[src/rtl/led_seq_pkg.sv]
// led_seq_pkg: shared state encoding, register map and CTRL bit positions
// for the LED pattern sequencer.
package led_seq_pkg;

    typedef enum logic [1:0] {S_IDLE, S_LOAD, S_HOLD, S_DONE} state_e;

    localparam logic [31:0] LED_ADDR    = 32'hFFFF_0010;
    localparam logic [31:0] CTRL_ADDR   = 32'hFFFF_0020;
    localparam logic [31:0] PERIOD_ADDR = 32'hFFFF_0024;
    localparam logic [31:0] LEN_ADDR    = 32'hFFFF_0028;
    localparam logic [31:0] STATUS_ADDR = 32'hFFFF_002C;
    localparam logic [31:0] PAT_BASE    = 32'hFFFF_0030;

    localparam int CTRL_START = 0;
    localparam int CTRL_LOOP  = 1;
    localparam int CTRL_STOP  = 2;
    localparam int CTRL_CLR   = 3;

    // Run length latched at START: 0 means one step, oversize means all slots.
    function automatic logic [3:0] clamp_len(input logic [31:0] len, input int unsigned n);
        return (len == 32'd0) ? 4'd1 : ((len > 32'(n)) ? 4'(n) : len[3:0]);
    endfunction

endpackage

[src/rtl/led_seq_timer.sv]
// led_seq_timer: step-period counter with clear, enable and terminal-count
// flag; a period of 0 behaves as 1.
module led_seq_timer
    import led_seq_pkg::*;
#(
    parameter int CNT_W = 24
) (
    input  logic             clk,
    input  logic             rstn,
    input  logic             clr_i,
    input  logic             en_i,
    input  logic [CNT_W-1:0] period_i,
    output logic             tc_o
);

    logic [CNT_W-1:0] cnt_q, cnt_d;
    logic [CNT_W-1:0] last_cnt;

    assign last_cnt = (period_i > CNT_W'(1)) ? period_i - CNT_W'(1) : '0;
    // >= keeps a period shortened mid-step from running the counter to wrap.
    assign tc_o     = en_i && (cnt_q >= last_cnt);

    always_comb cnt_d = clr_i ? '0 : (en_i ? cnt_q + CNT_W'(1) : cnt_q);

    always_ff @(posedge clk or negedge rstn) begin
        if (!rstn) cnt_q <= '0;
        else       cnt_q <= cnt_d;
    end

endmodule

[src/rtl/led_seq.sv]
// led_seq: memory-mapped LED pattern sequencer writing PAT slots to the LED
// register. Optional irq and sticky done flag enabled by LED_SEQ_IRQ_EN.
module led_seq
    import led_seq_pkg::*;
#(
    parameter int NUM_PAT = 4,
    parameter int CNT_W   = 24
) (
    input  logic        clk,
    input  logic        rstn,
    input  logic        we,
    input  logic [31:0] addr,
    input  logic [31:0] din,
    output logic [31:0] dout,
    output logic        led_we,
    output logic [31:0] led_addr,
    output logic [31:0] led_din
`ifdef LED_SEQ_IRQ_EN
    ,
    output logic        irq
`endif
);

    state_e           state_q, state_d;
    logic [2:0]       idx_q, idx_d;
    logic             loop_q, loop_d;
    logic [3:0]       run_len_q, run_len_d;
    logic [CNT_W-1:0] period_q;
    logic [31:0]      len_q;
    logic [7:0]       pat_q [8];
    logic [31:0]      pat_off, status;
    logic             cpu_led, ctrl_wr, start, stop, pat_wr, seq_we, last, tc, done_bit;

    assign cpu_led = we && (addr == LED_ADDR);
    assign ctrl_wr = we && (addr == CTRL_ADDR);
    assign start   = ctrl_wr && din[CTRL_START];
    assign stop    = ctrl_wr && din[CTRL_STOP];
    assign pat_off = addr - PAT_BASE;
    assign pat_wr  = we && (pat_off[1:0] == 2'd0) && (pat_off < 32'(4 * NUM_PAT));
    // A CPU store to the LED register wins; the sequencer retries next cycle.
    assign seq_we  = (state_q == S_LOAD) && !cpu_led && !stop;
    assign last    = ({1'b0, idx_q} == run_len_q - 4'd1);

    led_seq_timer #(.CNT_W(CNT_W)) u_timer (
        .clk      (clk),
        .rstn     (rstn),
        .clr_i    (seq_we),
        .en_i     (state_q == S_HOLD),
        .period_i (period_q),
        .tc_o     (tc)
    );

    always_ff @(posedge clk or negedge rstn) begin
        if (!rstn) begin
            period_q <= CNT_W'(1);
            len_q    <= 32'd1;
            for (int i = 0; i < 8; i++) pat_q[i] <= '0;
        end else begin
            if (we && addr == PERIOD_ADDR) period_q <= din[CNT_W-1:0];
            if (we && addr == LEN_ADDR)    len_q    <= din;
            if (pat_wr)                    pat_q[pat_off[4:2]] <= din[7:0];
        end
    end

    always_comb begin
        state_d   = state_q;
        idx_d     = idx_q;
        loop_d    = loop_q;
        run_len_d = run_len_q;
        if (stop) begin
            state_d = S_IDLE;
        end else begin
            unique case (state_q)
                S_IDLE: if (start) begin
                    state_d   = S_LOAD;
                    idx_d     = 3'd0;
                    loop_d    = din[CTRL_LOOP];
                    run_len_d = clamp_len(len_q, NUM_PAT);
                end
                S_LOAD: state_d = seq_we ? S_HOLD : S_LOAD;
                S_HOLD: if (tc) begin
                    state_d = (last && !loop_q) ? S_DONE : S_LOAD;
                    idx_d   = (last && !loop_q) ? idx_q : (last ? 3'd0 : idx_q + 3'd1);
                end
                S_DONE: state_d = S_IDLE;
                default: state_d = S_IDLE;
            endcase
        end
    end

    always_ff @(posedge clk or negedge rstn) begin
        if (!rstn) begin
            state_q   <= S_IDLE;
            idx_q     <= '0;
            loop_q    <= 1'b0;
            run_len_q <= 4'd1;
        end else begin
            state_q   <= state_d;
            idx_q     <= idx_d;
            loop_q    <= loop_d;
            run_len_q <= run_len_d;
        end
    end

`ifdef LED_SEQ_IRQ_EN
    logic done_q;
    always_ff @(posedge clk or negedge rstn) begin
        if (!rstn) done_q <= 1'b0;
        else       done_q <= (state_q == S_DONE) || (done_q && !(ctrl_wr && din[CTRL_CLR]));
    end
    assign irq      = (state_q == S_DONE) || ((state_q == S_HOLD) && tc && last && loop_q && !stop);
    assign done_bit = done_q;
`else
    assign done_bit = 1'b0;
`endif

    assign status = {21'd0, idx_q, 6'd0, done_bit, state_q != S_IDLE};

    // Outputs are gated by rstn so they fall to zero the moment reset asserts.
    assign led_we   = rstn && (cpu_led || seq_we);
    assign led_addr = led_we ? LED_ADDR : 32'd0;
    assign led_din  = !rstn ? 32'd0 : (cpu_led ? din : (seq_we ? {24'd0, pat_q[idx_q]} : 32'd0));
    assign dout     = !rstn ? 32'd0 :
                      (addr == STATUS_ADDR) ? status :
                      (addr == PERIOD_ADDR) ? 32'(period_q) :
                      (addr == LEN_ADDR)    ? len_q : 32'd0;

endmodule

[config.mk]
export PLATFORM = sky130hd
export DESIGN_NAME = led_seq
export DESIGN_NICKNAME = d
export VERILOG_FILES = /design/src/rtl/led_seq_pkg.sv /design/src/rtl/led_seq_timer.sv /design/src/rtl/led_seq.sv
export SDC_FILE = /design/constraint.sdc
export NUM_CORES = 1
export LEC_CHECK = 0
export CORE_MARGIN = 3
export CORE_UTILIZATION = 35
export CTS_CLUSTER_DIAMETER = 200
export DETAILED_ROUTE_END_ITERATION = 12
export PLACE_DENSITY_LB_ADDON = 0.3
export SLEW_MARGIN = 25
export SYNTH_ARGS = -nofsm -noshare
export SYNTH_HDL_FRONTEND = slang
export SYNTH_HIERARCHICAL = 1
export SYNTH_SLANG_ARGS = --single-unit
[constraint.sdc]
create_clock -name clk -period 5.4 [get_ports clk]
set_input_delay 0.54 -clock clk [delete_from_list [all_inputs] [get_ports clk]]
set_output_delay 0.54 -clock clk [all_outputs]
set_load 0.05 [all_outputs]
---- Word-level counts from Yosys, hierarchy flattened ----
Index checks and enable logic that the tools add are counted.
storage, ports and cells
  bits in registers ....................... 154
operators by class
  bitwise gates (word level) .............. 3
  eq/ne operators ......................... 14
  add/subtract/negate cells ............... 5
  multiplexer cells ....................... 30
  reduce and logical (&&, ||, !) cells .... 27
  magnitude comparators ................... 7
operator list
  cell                    number
  $mux 32                 7
  $eq 32x32->1 const B    5
  $mux 24                 3
  $bwmux 64               1
  $gt 32x3->1 const B     1
  $logic_not 32->1        1
  $lt 32x5->1 const B     1
  $mux 8                  4
  $sub 32x32->32 const B  1
  $add 24x1->24 const B   1
  $bmux 8 s3              1
  $demux 8 s3             1
  $ge 24x24->1            1
  $gt 24x1->1 const B     1
  $sub 24x1->24 const B   1
  $logic_and 1x1->1       14
  $mux 3                  4
  $mux 2                  5
  $ge 4x4->1 const B      2
  $mux 4                  2
  $not 3->4               2
  $pmux 2 s4              1
  $ne 2x2->1 const B      3
  $ne 3x3->1 const B      2
  15 further kinds        21

---- Longest topological paths before layout ----
  depth after elaboration ................. 8
  depth in mapped cells ................... 18

---- Cells and area by module ----
The synthesis kept the hierarchy.
modules (own cells, without submodules)
  module         cells each  instances  area each (µm²)  sequential area each (µm²)
  led_seq        584         1          6786.5           3256.9
  led_seq_timer  272         1          2249.7           600.6

---- Worst setup path before layout ----
OpenSTA, ideal clock, no wires.
  path type ............................... in2out
  start point ............................. in addr[11]
  end point ............................... out led_addr[16]
  setup slack ............................. 1452 ps
  required time ........................... 4860 ps
  stages .................................. 8
  path buffers ............................ 3
  arrival time ............................ 3408 ps
  cell sequence ........................... or4_1 > nor4_1 > and4_1 > clkbuf_1 > and2_1 > clkbuf_1 > nand2b_1 > buf_4
on the way
  word-level cells in the longest chain between the ends .. 8
  elaborated cells on any way between the ends .. 12
ends and longest elaborated chain
  item                                                  line                          source
  start: declaration                                    led_seq.sv:12                 input logic [31:0] addr,
  $eq 32x32->1, on equally long branches                led_seq.sv:34, led_seq.sv:35
  $logic_and 1x1->1, on equally long branches           led_seq.sv:34, led_seq.sv:35
  $logic_not 1->1 or $logic_and 1x1->1 (tied branches)  led_seq.sv:41, led_seq.sv:37
  $logic_and 1x1->1 or $logic_not 1->1 (tied branches)  led_seq.sv:41                 assign seq_we = (state_q == S_LOAD) && !cpu_led && !stop;
  $logic_and 1x1->1                                     led_seq.sv:41
  $logic_or 1x1->1 *                                    led_seq.sv:120                assign led_we = rstn && (cpu_led || seq_we);
  $logic_and 1x1->1 *                                   led_seq.sv:120
  named net led_we                                      led_seq.sv:15                 output logic led_we,
  $mux 32 *                                             led_seq.sv:121                assign led_addr = led_we ? LED_ADDR : 32'd0;
  end: declaration                                      led_seq.sv:16                 output logic [31:0] led_addr,
Mark *: on every way through the listed nets, which the timed path passes. The rest lies on a longest branch.

---- Worst setup path after layout ----
  start point ............................. in addr[19]
  end point ............................... out dout[14]
on the way
  word-level cells in the longest chain between the ends .. 5
  elaborated cells on any way between the ends .. 7
ends and longest elaborated chain
  item              line            source
  $eq 32x32->1      led_seq.sv:126  (addr == LEN_ADDR) ? len_q : 32'd0;
  $mux 32           led_seq.sv:126
  $mux 32           led_seq.sv:125  (addr == PERIOD_ADDR) ? 32'(period_q) :
  $mux 32 *         led_seq.sv:124  (addr == STATUS_ADDR) ? status :
  $mux 32 *         led_seq.sv:123  assign dout = !rstn ? 32'd0 :
  end: declaration  led_seq.sv:14   output logic [31:0] dout,
Every way passes the cells marked *; elsewhere a longest branch is shown, timed or not.

==> results.py <==
metrics = {
    "outcome": {
        "status": "finished clean",
    },
    "finish": {
        "area_growth_pct": 23.3,
        "drive_above_1_share_pct": 20.2,
        "final_core_util_pct": 44.1,
        "finalInstanceArea_mm2": 0.0111,
        "nets": 1047,
        "diodes": 0,
    },
    "place": {
        "portBuffers": 148,
        "dpl_cell_area_mm2": 0.0105,
        "hpwl_um": 16700,
        "gp_congestion": 0.797,
    },
    "route": {
        "wire_per_inst_um": 17.4,
        "via_per_inst": 5.25,
        "wl_um": 22600,
        "final_antenna_net_count": 0,
        "vias": 6790,
        "drc": 0,
        "firstDrtPassIters": 5,
        "first_iter_violations": 417,
    },
    "timing": {
        "rsz0062_at_grt": "no",
        "drv_slew": 0,
        "slew_headroom_pct": 35.5,
        "tightest_slew_ns": 0.967,
        "whs_ns": 0.0758,
        "finalSetupViolCount": 0,
        "max_freq_mhz": 211,
        "skew_ns": 0.00614,
        "period_needed_ns": 4.75,
        "period_share_pct": 87.9,
        "final.setup.tns_ns": 0,
        "hold_violations": 0,
    },
    "die": {
        "rows": 58,
        "dieArea_mm2": 0.0278,
        "die_h_um": 167,
        "die_x_um": 167,
        "fp.coreArea_mm2": 0.0253,
        "ios": 164,
        "initial_core_util_pct": 35.8,
    },
    "clock_tree": {
        "worstSkewPairLatency_ns": 0.43,
        "cts_tree": "yes",
        "cts_setup_buffers": 0,
        "cts_root_buf": "clkbuf_16",
        "h-tree-depth": 4,
        "cts_made_buffers": 17,
        "hold_buffers": 0,
        "cts.path.max_buffers": 2,
        "cts_resized": 0,
        "clock_sinks": 154,
        "cts.clk_slew.worst_paths_ns": 0.07,
    },
    "global_routing": {
        "grt_max_degree": 74,
        "grtUsageTotal_pct": 16.5,
        "grt_pass1_wl_um": 37500,
        "grt.overflow.total": 0,
        "grt_antenna_before_repair": 0,
        "grt_pass1_vias": 6939,
    },
    "yosys": {
        "synth.distinct_cells": 66,
        "synth_flop_cell": "dfrtp_1",
        "synth-edff-count": 0,
        "synthAdderAreaFrac_pct": 4.02,
        "syn_avg_cell_area_um2": 10.6,
        "synth.top_cell.area_share_pct": 41.8,
        "synth-compound-area-share_pct": 8.11,
        "synthSimpleGateAreaFrac_pct": 18.4,
        "synth_top_family_by_area": "simple AND/OR/NAND/NOR gates",
        "yosys_warnings": 6,
        "synthCells": 856,
        "async_flop_share_pct": 100,
        "synth_xor_area_share_pct": 3.74,
        "synth_seq_area_share_pct": 42.7,
        "yosys-mux-area-fraction_pct": 16.8,
        "synthTopCellsByArea": "dfrtp_1, mux2_2, ha_1",
        "netlist_area_mm2": 0.00904,
        "synth_seq_cells": 154,
        "synth_top_cell_by_area": "dfrtp_1",
    },
    "setup_path": {
        "critPathLaunchType": "primary input",
        "r2r_start": "period_q[7]",
        "end_kind": "output pin",
        "r2r_end": "idx_q[2]",
        "worstSetupPathType": "in2out",
        "cp.arrival_ns": 4.21,
        "crit_path_max_fanout": 14,
        "ff2ff_setup_slack_ns": 0.89,
        "rr_worst_depth": 15,
        "worstPathRequired_ns": 4.86,
    },
    "power": {
        "p_leak_uw": 0.00506,
        "ir_worst_vdd_mv": 0.173,
        "powerDensity_mw_per_mm2": 228,
        "p_total_uw": 2540,
    },
    "flow_run": {
        "drv_cap": 0,
    },
    "min_path": {
        "hold_class": "in2async",
    },
}
==> sequential cells by signal, summed over array words and instances, names as in the netlist <==
| name | cells |
|---|---|
| pat_q | 64 |
| len_q | 32 |
| period_q | 24 |
| u_timer/cnt_q | 24 |
| run_len_q | 4 |
| idx_q | 3 |
| state_q | 2 |
| loop_q | 1 |
==> worst max path at each step <==
stage                        start           end  slack, ns  depth (start not counted)
after floorplan           addr[11]  led_addr[16]       1.45                          8
after CTS                 addr[17]       dout[2]       0.68                          9
after global placement    addr[11]      dout[24]       0.79                          8
after detailed placement  addr[17]       dout[2]       0.68                          9
final                     addr[19]      dout[14]       0.65                          9
after global routing      addr[19]      dout[13]       0.40                          9
==> report_power, final <==
part / switching (uW) / internal [uW]
Sequential: 0.0245 / 1150
Combinational: 87.6 / 53.0
Clock: 542 / 709
==> cell usage after synthesis, drive strengths merged (3+ instances only) <==
library cell	count
dfrtp	151
mux2	92
nor2	69
clkbuf	59
nand2	58
buf	39
ha	29
nor4	27
o21ai	27
and3	25
a22oi	24
xor2	24
a21oi	20
nand4	20
nor3	20
mux4	16
nand3	16
and2	15
mux2i	12
xnor2	12
inv	11
or3	10
or4	7
nand2b	6
nor2b	6
nor3b	5
a211oi	4
a21o	4
and4	4
or2	4
dfstp	3
nand3b	3
o211ai	3
o21a	3
o31ai	3
==> placed cells by master (no fill, tap or decap), types with 15 or more instances in the layout <==
master / count
a21oi_1: 20
a22oi_1: 24
and2_1: 15
and3_1: 25
buf_4: 30
clkbuf_16: 17
clkdlybuf4s50_1: 129
conb_1: 15
dfrtp_1: 151
ha_1: 29
mux2_2: 92
mux4_2: 16
nand2_1: 58
nand3_1: 16
nand4_1: 20
nor2_1: 68
nor3_1: 19
nor4_1: 22
o21ai_0: 26
xor2_1: 24
==> critical path, cell delays in order <==
cell and delay [ns]:
clkdlybuf4s50_1 0.51, nand4_1 0.34, nor4_1 0.80, and4_1 0.37
and2_1 0.33, buf_4 0.28, a22oi_1 0.09, nor2_1 0.12
clkdlybuf4s50_1 0.81
==> stage by stage <==
step | std cells | setup WS (ns)
6_report | 1294 | 0.652
5_1_grt | 1294 | 0.398
4_1_cts | 1294 | 0.679
3_5_place_dp | 1262 | 0.684
3_3_place_gp | 1262 | 0.788
2_1_floorplan | 870 | 1.45
==> cells by family after synthesis <==
logic type | after synthesis
other | 1
muxes | 120
buffers and inverters | 109
DFF | 154
AOI/OAI and AO/OA | 106
and+or+nand+nor | 300
adders and majority gates | 29
xor gates and xnor gates | 37
==> final cells by class <==
type,instances,area [um^2]
Fill cell,2423,14100
Multi-Input combinational cell,607,4680
Sequential cell,154,3860
Timing Repair Buffer,160,1530
Clock buffer,17,425
Tap cell,330,413
Clock inverter,15,204
Inverter,11,41.3
==> metal layers <==
layer / part of all wire (%) / vias up / global-route usage, %
met1: 44 / 3402 / 21.2
met4: 1.1 / 0 / 4.09
li1: - / 3244 / -
met5: 0 / - / 0
met3: 3.3 / 22 / 2.85
met2: 52 / 122 / 29.1
No activity file was read; power rests on OpenSTA's default activity.
